$ cat src/rtl/apb_pkg.sv
// Shared definitions for the APB register-file completer: FSM encoding,
// wait-counter width and byte-offset helper.
package apb_pkg;

  typedef enum logic [1:0] {
    IDLE   = 2'd0,
    SETUP  = 2'd1,
    ACCESS = 2'd2
  } apb_state_e;

  localparam int unsigned WAIT_CNT_W = 4;

  // Number of PADDR bits that select a byte within one DATA_W-wide register.
  function automatic int unsigned byte_off_bits(input int unsigned data_w);
    return $clog2(data_w / 8);
  endfunction

endpackage

$ cat src/rtl/apb_wait_ctr.sv
// Access-phase wait-state counter: cleared on SETUP, counts up to WAIT_STATES
// and raises o_done once the programmed number of wait cycles has elapsed.
module apb_wait_ctr
  import apb_pkg::*;
#(
  parameter int unsigned WAIT_STATES = 0
) (
  input  logic i_clk,
  input  logic i_rst_n,
  input  logic i_clr,
  input  logic i_inc,
  output logic o_done
);

  logic [WAIT_CNT_W-1:0] r_cnt;

  assign o_done = (r_cnt == WAIT_CNT_W'(WAIT_STATES));

  always_ff @(posedge i_clk or negedge i_rst_n) begin
    if (!i_rst_n) begin
      r_cnt <= '0;
    end else if (i_clr) begin
      r_cnt <= '0;
    end else if (i_inc && !o_done) begin
      r_cnt <= r_cnt + 1'b1;
    end
  end

endmodule

$ cat src/rtl/apb_regfile_slave.sv
// Parametrised APB register-file completer with programmable wait states,
// error response and per-register write pulses. Define APB_PSTRB_EN for PSTRB.
module apb_regfile_slave
  import apb_pkg::*;
#(
  parameter int unsigned       DATA_W      = 32,
  parameter int unsigned       ADDR_W      = 8,
  parameter int unsigned       NUM_REGS    = 16,
  parameter int unsigned       WAIT_STATES = 0,
  parameter logic [DATA_W-1:0] RESET_VAL   = '0
) (
  input  logic                       PCLK,
  input  logic                       PRESETn,
  input  logic                       PSEL,
  input  logic                       PENABLE,
  input  logic                       PWRITE,
  input  logic [ADDR_W-1:0]          PADDR,
  input  logic [DATA_W-1:0]          PWDATA,
`ifdef APB_PSTRB_EN
  input  logic [DATA_W/8-1:0]        PSTRB,
`endif
  output logic [DATA_W-1:0]          PRDATA,
  output logic                       PREADY,
  output logic                       PSLVERR,
  output logic [NUM_REGS*DATA_W-1:0] reg_q,
  output logic [NUM_REGS-1:0]        wr_pulse
);

  localparam int unsigned       NBYTES   = DATA_W / 8;
  localparam int unsigned       OFF_W    = byte_off_bits(DATA_W);
  localparam int unsigned       IDX_W    = (NUM_REGS > 1) ? $clog2(NUM_REGS) : 1;
  localparam logic [ADDR_W-1:0] OFF_MASK = ADDR_W'((1 << OFF_W) - 1);

  apb_state_e          r_state;
  apb_state_e          w_next;
  logic [ADDR_W-1:0]   r_addr;
  logic                r_write;
  logic [NBYTES-1:0]   w_strb;
  logic [DATA_W-1:0]   r_regs [NUM_REGS];
  logic [NUM_REGS-1:0] r_wr_pulse;
  logic [ADDR_W-1:0]   w_idx_full;
  logic [IDX_W-1:0]    w_idx;
  logic                w_done;
  logic                w_access;
  logic                w_complete;
  logic                w_err;
  logic                w_commit;

  apb_wait_ctr #(
    .WAIT_STATES(WAIT_STATES)
  ) u_wait_ctr (
    .i_clk  (PCLK),
    .i_rst_n(PRESETn),
    .i_clr  (r_state == SETUP),
    .i_inc  (w_access && PSEL && PENABLE),
    .o_done (w_done)
  );

  assign w_access   = (r_state == ACCESS);
  assign w_complete = w_access && w_done;
  assign w_idx_full = r_addr >> OFF_W;
  assign w_idx      = w_idx_full[IDX_W-1:0];
  // Range check is done at 32 bits so NUM_REGS == 2**ADDR_W cannot wrap.
  assign w_err      = (32'(w_idx_full) >= NUM_REGS) || ((r_addr & OFF_MASK) != '0);
  assign w_commit   = w_complete && r_write && !w_err && (|w_strb);

  always_comb begin
    w_next = r_state;
    unique case (r_state)
      IDLE: begin
        if (PSEL && !PENABLE) w_next = SETUP;
      end
      SETUP: begin
        w_next = ACCESS;
      end
      ACCESS: begin
        if (w_done) begin
          w_next = (PSEL && !PENABLE) ? SETUP : IDLE;
        end else if (!(PSEL && PENABLE)) begin
          w_next = IDLE;
        end
      end
      default: begin
        w_next = IDLE;
      end
    endcase
  end

  always_ff @(posedge PCLK or negedge PRESETn) begin
    if (!PRESETn) begin
      r_state <= IDLE;
      r_addr  <= '0;
      r_write <= 1'b0;
    end else begin
      r_state <= w_next;
      if (r_state == SETUP) begin
        r_addr  <= PADDR;
        r_write <= PWRITE;
      end
    end
  end

`ifdef APB_PSTRB_EN
  logic [NBYTES-1:0] r_strb;

  always_ff @(posedge PCLK or negedge PRESETn) begin
    if (!PRESETn) begin
      r_strb <= '0;
    end else if (r_state == SETUP) begin
      r_strb <= PSTRB;
    end
  end

  assign w_strb = r_strb;
`else
  assign w_strb = '1;
`endif

  always_ff @(posedge PCLK or negedge PRESETn) begin
    if (!PRESETn) begin
      for (int unsigned i = 0; i < NUM_REGS; i++) begin
        r_regs[i] <= RESET_VAL;
      end
      r_wr_pulse <= '0;
    end else begin
      r_wr_pulse <= '0;
      if (w_commit) begin
        r_wr_pulse[w_idx] <= 1'b1;
        for (int unsigned b = 0; b < NBYTES; b++) begin
          if (w_strb[b]) r_regs[w_idx][b*8 +: 8] <= PWDATA[b*8 +: 8];
        end
      end
    end
  end

  assign PREADY   = w_complete;
  assign PSLVERR  = w_complete && w_err;
  assign PRDATA   = (w_access && !r_write && !w_err) ? r_regs[w_idx] : '0;
  assign wr_pulse = r_wr_pulse;

  for (genvar g = 0; g < NUM_REGS; g++) begin : g_regq
    assign reg_q[g*DATA_W +: DATA_W] = r_regs[g];
  end

endmodule
$ cat config.mk
export PLATFORM = sky130hd
export DESIGN_NAME = apb_regfile_slave
export DESIGN_NICKNAME = d
export VERILOG_FILES = /design/src/rtl/apb_pkg.sv /design/src/rtl/apb_wait_ctr.sv /design/src/rtl/apb_regfile_slave.sv
export SDC_FILE = /design/constraint.sdc
export NUM_CORES = 1
export LEC_CHECK = 0
export CORE_MARGIN = 3
export CORE_UTILIZATION = 45
export CTS_BUF_LIST = sky130_fd_sc_hd__clkbuf_4 sky130_fd_sc_hd__clkbuf_8 sky130_fd_sc_hd__clkbuf_16
export DETAILED_ROUTE_END_ITERATION = 8
export GPL_TIMING_DRIVEN = 1
export PLACE_DENSITY = 0.74
export SLEW_MARGIN = 25
export SYNTH_ARGS = -nofsm -noshare
export SYNTH_HDL_FRONTEND = slang
export SYNTH_HIERARCHICAL = 1
export SYNTH_SLANG_ARGS = --single-unit
$ cat constraint.sdc
create_clock -name PCLK -period 3.1 [get_ports PCLK]
set_input_delay 0.31 -clock PCLK [delete_from_list [all_inputs] [get_ports PCLK]]
set_output_delay 0.31 -clock PCLK [all_outputs]
set_load 0.01 [all_outputs]
==> reports/metrics.yaml <==
synthesis:
  syn_avg_cell_area_um2: 16.2
  synth-xor-area-share_pct: 0.0353
  ys_types: 37
  yosys.area.top_type: "dfrtp_1"
  yosysSeqAreaShare_pct: 54.8
  ys_seq_elements: 543
  synth_warnings: 6
  yosysMostFrequentCell: "dfrtp_1"
  synthSimpleGateAreaFrac_pct: 3.37
  synth.mux.area_fraction_pct: 36.6
  synth_ff_type: "dfrtp_1"
  synthCells: 1529
  syn-cell-area_um2: 24800
  async_flop_share_pct: 100
  synthTopCellsByCount: "543 x dfrtp_1, 482 x mux2_2, 128 x mux4_2"
  synth_edf_count: 0
  synth_compound_area_share_pct: 1.24
  synthTopCellsByArea: "dfrtp_1 55%, mux2_2 22%, mux4_2 12%"
  synthAdderAreaFrac_pct: 0.101
  yosys.area.top_type_share_pct: 54.8
  synth_top_family_by_area: "multiplexers"
  synth_fp_nets: 1576
pwr:
  seqPwrFrac_pct: 43.3
  p_sw_w: 0.00469
  power.leakage_nw: 15.6
  power_density_nw_per_um2: 521
  sw_frac_of_total_pct: 26.5
  fin_total_pwr_w: 0.0177
  clockPowerShare_pct: 39.8
  ir_worst_vdd_uv: 466
  internal-power_w: 0.0130
  power_frac_comb_pct: 16.9
sta:
  slew_headroom_pct: 49.0
  max_freq_mhz: 330
  setup_ws_ns: 0.0677
  hold_viol: 0
  rsz0062_at_grt: "true"
  min_period_ns: 3.03
  finalSetupTns_ns: 0
  holdWs_ns: 0.203
  final_max_slew_viol_count: 0
  clock_skew_ns: 0.0253
  setup_viol: 0
  worst_slew_pin_slew_ns: 0.764
  finalCritPeriodShare_pct: 97.8
critical_path:
  path_buf_inv: 3
  critPathSlowestCell: "dfrtp_4"
  critPathLaunchType: "flip-flop"
  worst_path_most_repeated_cell: "buf_12"
  crit_chain: "buf_12 -> buf_12 -> mux4_2 -> mux2i_1 -> o221ai_1 -> dlygate4sd2_1"
  setup.worst_path.class: "flip-flop to output pin"
  cp_max_fo: 14
  end_kind: "output pin"
  critPathArrivalTime_ns: 2.72
  r2r_setup_slack_ns: 0.38
  crit_family: "buffers and inverters"
  crit_required_ns: 2.79
  slowest_delay_ns: 0.51
route:
  drt_iter0_markers: 1507
  vias: 17500
  wl_per_cell_um: 32.1
  first_pass_iters: 5
  routed_via_density: 6.07
  drc_errors: 0
  antenna_left: 0
  routed_wl_um: 92800
grt:
  grt_pass1_vias: 18400
  grt-ovfl-total: 0
  grt_pass1_wl_um: 134000
  grt_max_degree: 100
  grtUsageTotal_pct: 31.9
  antenna_found_initial: 1
placement:
  dp_hpwl_um: 64100
  gp_congestion: 0.865
  port_buffers: 606
  preCtsSetupSlack_ns: 0.339
layout:
  antenna_cells: 0
  drive_above_1_share_pct: 38.5
  post-route-util_pct: 62.8
  syn2layout_area_growth_pct: 37.1
  nets: 2198
floorplan:
  io_pins: 607
  dieArea_um2: 58000
  num_rows: 85
  die_x_um: 241
  die_h_um: 241
  core_area_um2: 54100
  initial_utilization_pct: 45.8
clock_network:
  cts_buffer_depth: 3
  cts-htree-levels: 2
  cts.clk_slew.worst_paths_ns: 0.06
  insertion_delay_ns: 0.61
  cts.root.buffer_cell: "clkbuf_16"
  clock_sinks: 543
  cts_made_buffers: 56
  cts_tree: "built"
hold_path:
  hold_path.class: "input pin to async pin"
run:
  maxCapViolations: 0
run_status:
  status: "complete, no violations"
==> what timing repair did <==
item,CTS,global route
hold endpoints to repair,46,0
endpoints found under the setup margin,32,16
pin swaps,1,1
hold buffers,1,0
gates cloned,3,0
gates resized for setup,36,17
setup buffers,18,2
==> worst reg2reg max path: cells and delay by family (launching register included) <==
kind          cells  cell delay, ns
simple gates      2            0.86
mux               1            0.44
buf+inv           2            0.67
flops             1            0.63
==> per-layer routing <==
layer  vias up  share of wire, %  global-route usage, %
met5         -             0.014                      0
met3       166               9.4                   9.23
li1       6999                 -                      -
met2       865                49                   52.5
met1      9497                39                   41.0
met4         2               3.1                   10.3
==> final timing paths <==
| path | depth (start not counted) | end | startpoint |
|---|---|---|---|
| hold / removal | 2 | wr_pulse[8] | PRESETn |
| max in group asynchronous | 4 | reg_q[318] | PRESETn |
| setup / recovery | 6 | PRDATA[18] | r_addr[2] |
| min in group PCLK | 2 | r_state[0] | PENABLE |
| setup reg to reg | 5 | reg_q[142] | r_addr[3] |
| hold reg to reg | 1 | reg_q[280] | reg_q[280] |
==> stage by stage <==
stage / cells / cell area (µm²)
finish: 2888 / 34000
global route: 2888 / 34000
CTS: 2887 / 34000
detailed placement: 2766 / 31700
global placement: 2766 / 31700
floorplan: 1529 / 24800
==> power groups by stage <==
stage | clock (W) | combinational [W] | sequential, W
global placement | 0 | 0.00264 | 0.00777
CTS | 0.00713 | 0.00298 | 0.00766
floorplan | 0 | 0.00142 | 0.00770
finish | 0.00705 | 0.00299 | 0.00767
detailed placement | 0 | 0.00268 | 0.00779
global route | 0.00741 | 0.00314 | 0.00769
==> final cells by class <==
type | instances | area, µm²
clock buffers | 87 | 1770
clock inverters | 12 | 171
fillers | 3958 | 20100
inverters | 38 | 143
multi-input cells | 807 | 10300
flip-flops and latches | 543 | 13600
well taps | 696 | 871
repair buffers | 705 | 7150
==> cells in the final DEF (no fill, tap or decap), drive strengths merged, types with 32 or more instances in the layout <==
cell type      synthesis  layout
clkdlybuf4s50          0     573
inv                   38      38
mux2                 521     521
o221ai                32      32
mux2i                 33      33
nand4                 34      34
buf                   78      98
mux4                 128     128
clkbuf                63      87
dfrtp                543     543
==> flip-flops by register name, indices dropped and copies added, names as in the netlist <==
| name | flops |
|---|---|
| r_state | 2 |
| r_addr | 8 |
| reg_q | 512 |
| wr_pulse | 16 |
| u_wait_ctr/r_cnt | 4 |
| r_write | 1 |
==> logic make-up (layout without fill, tap and decap cells) <==
group / Yosys count / count (layout)
compound gates: 36 / 36
xor+xnor: 1 / 1
fa+ha+maj: 2 / 2
buf+inv: 179 / 842
flops: 543 / 543
mux: 682 / 682
simple gates: 86 / 86
No activity file was read; power rests on OpenSTA's default activity.
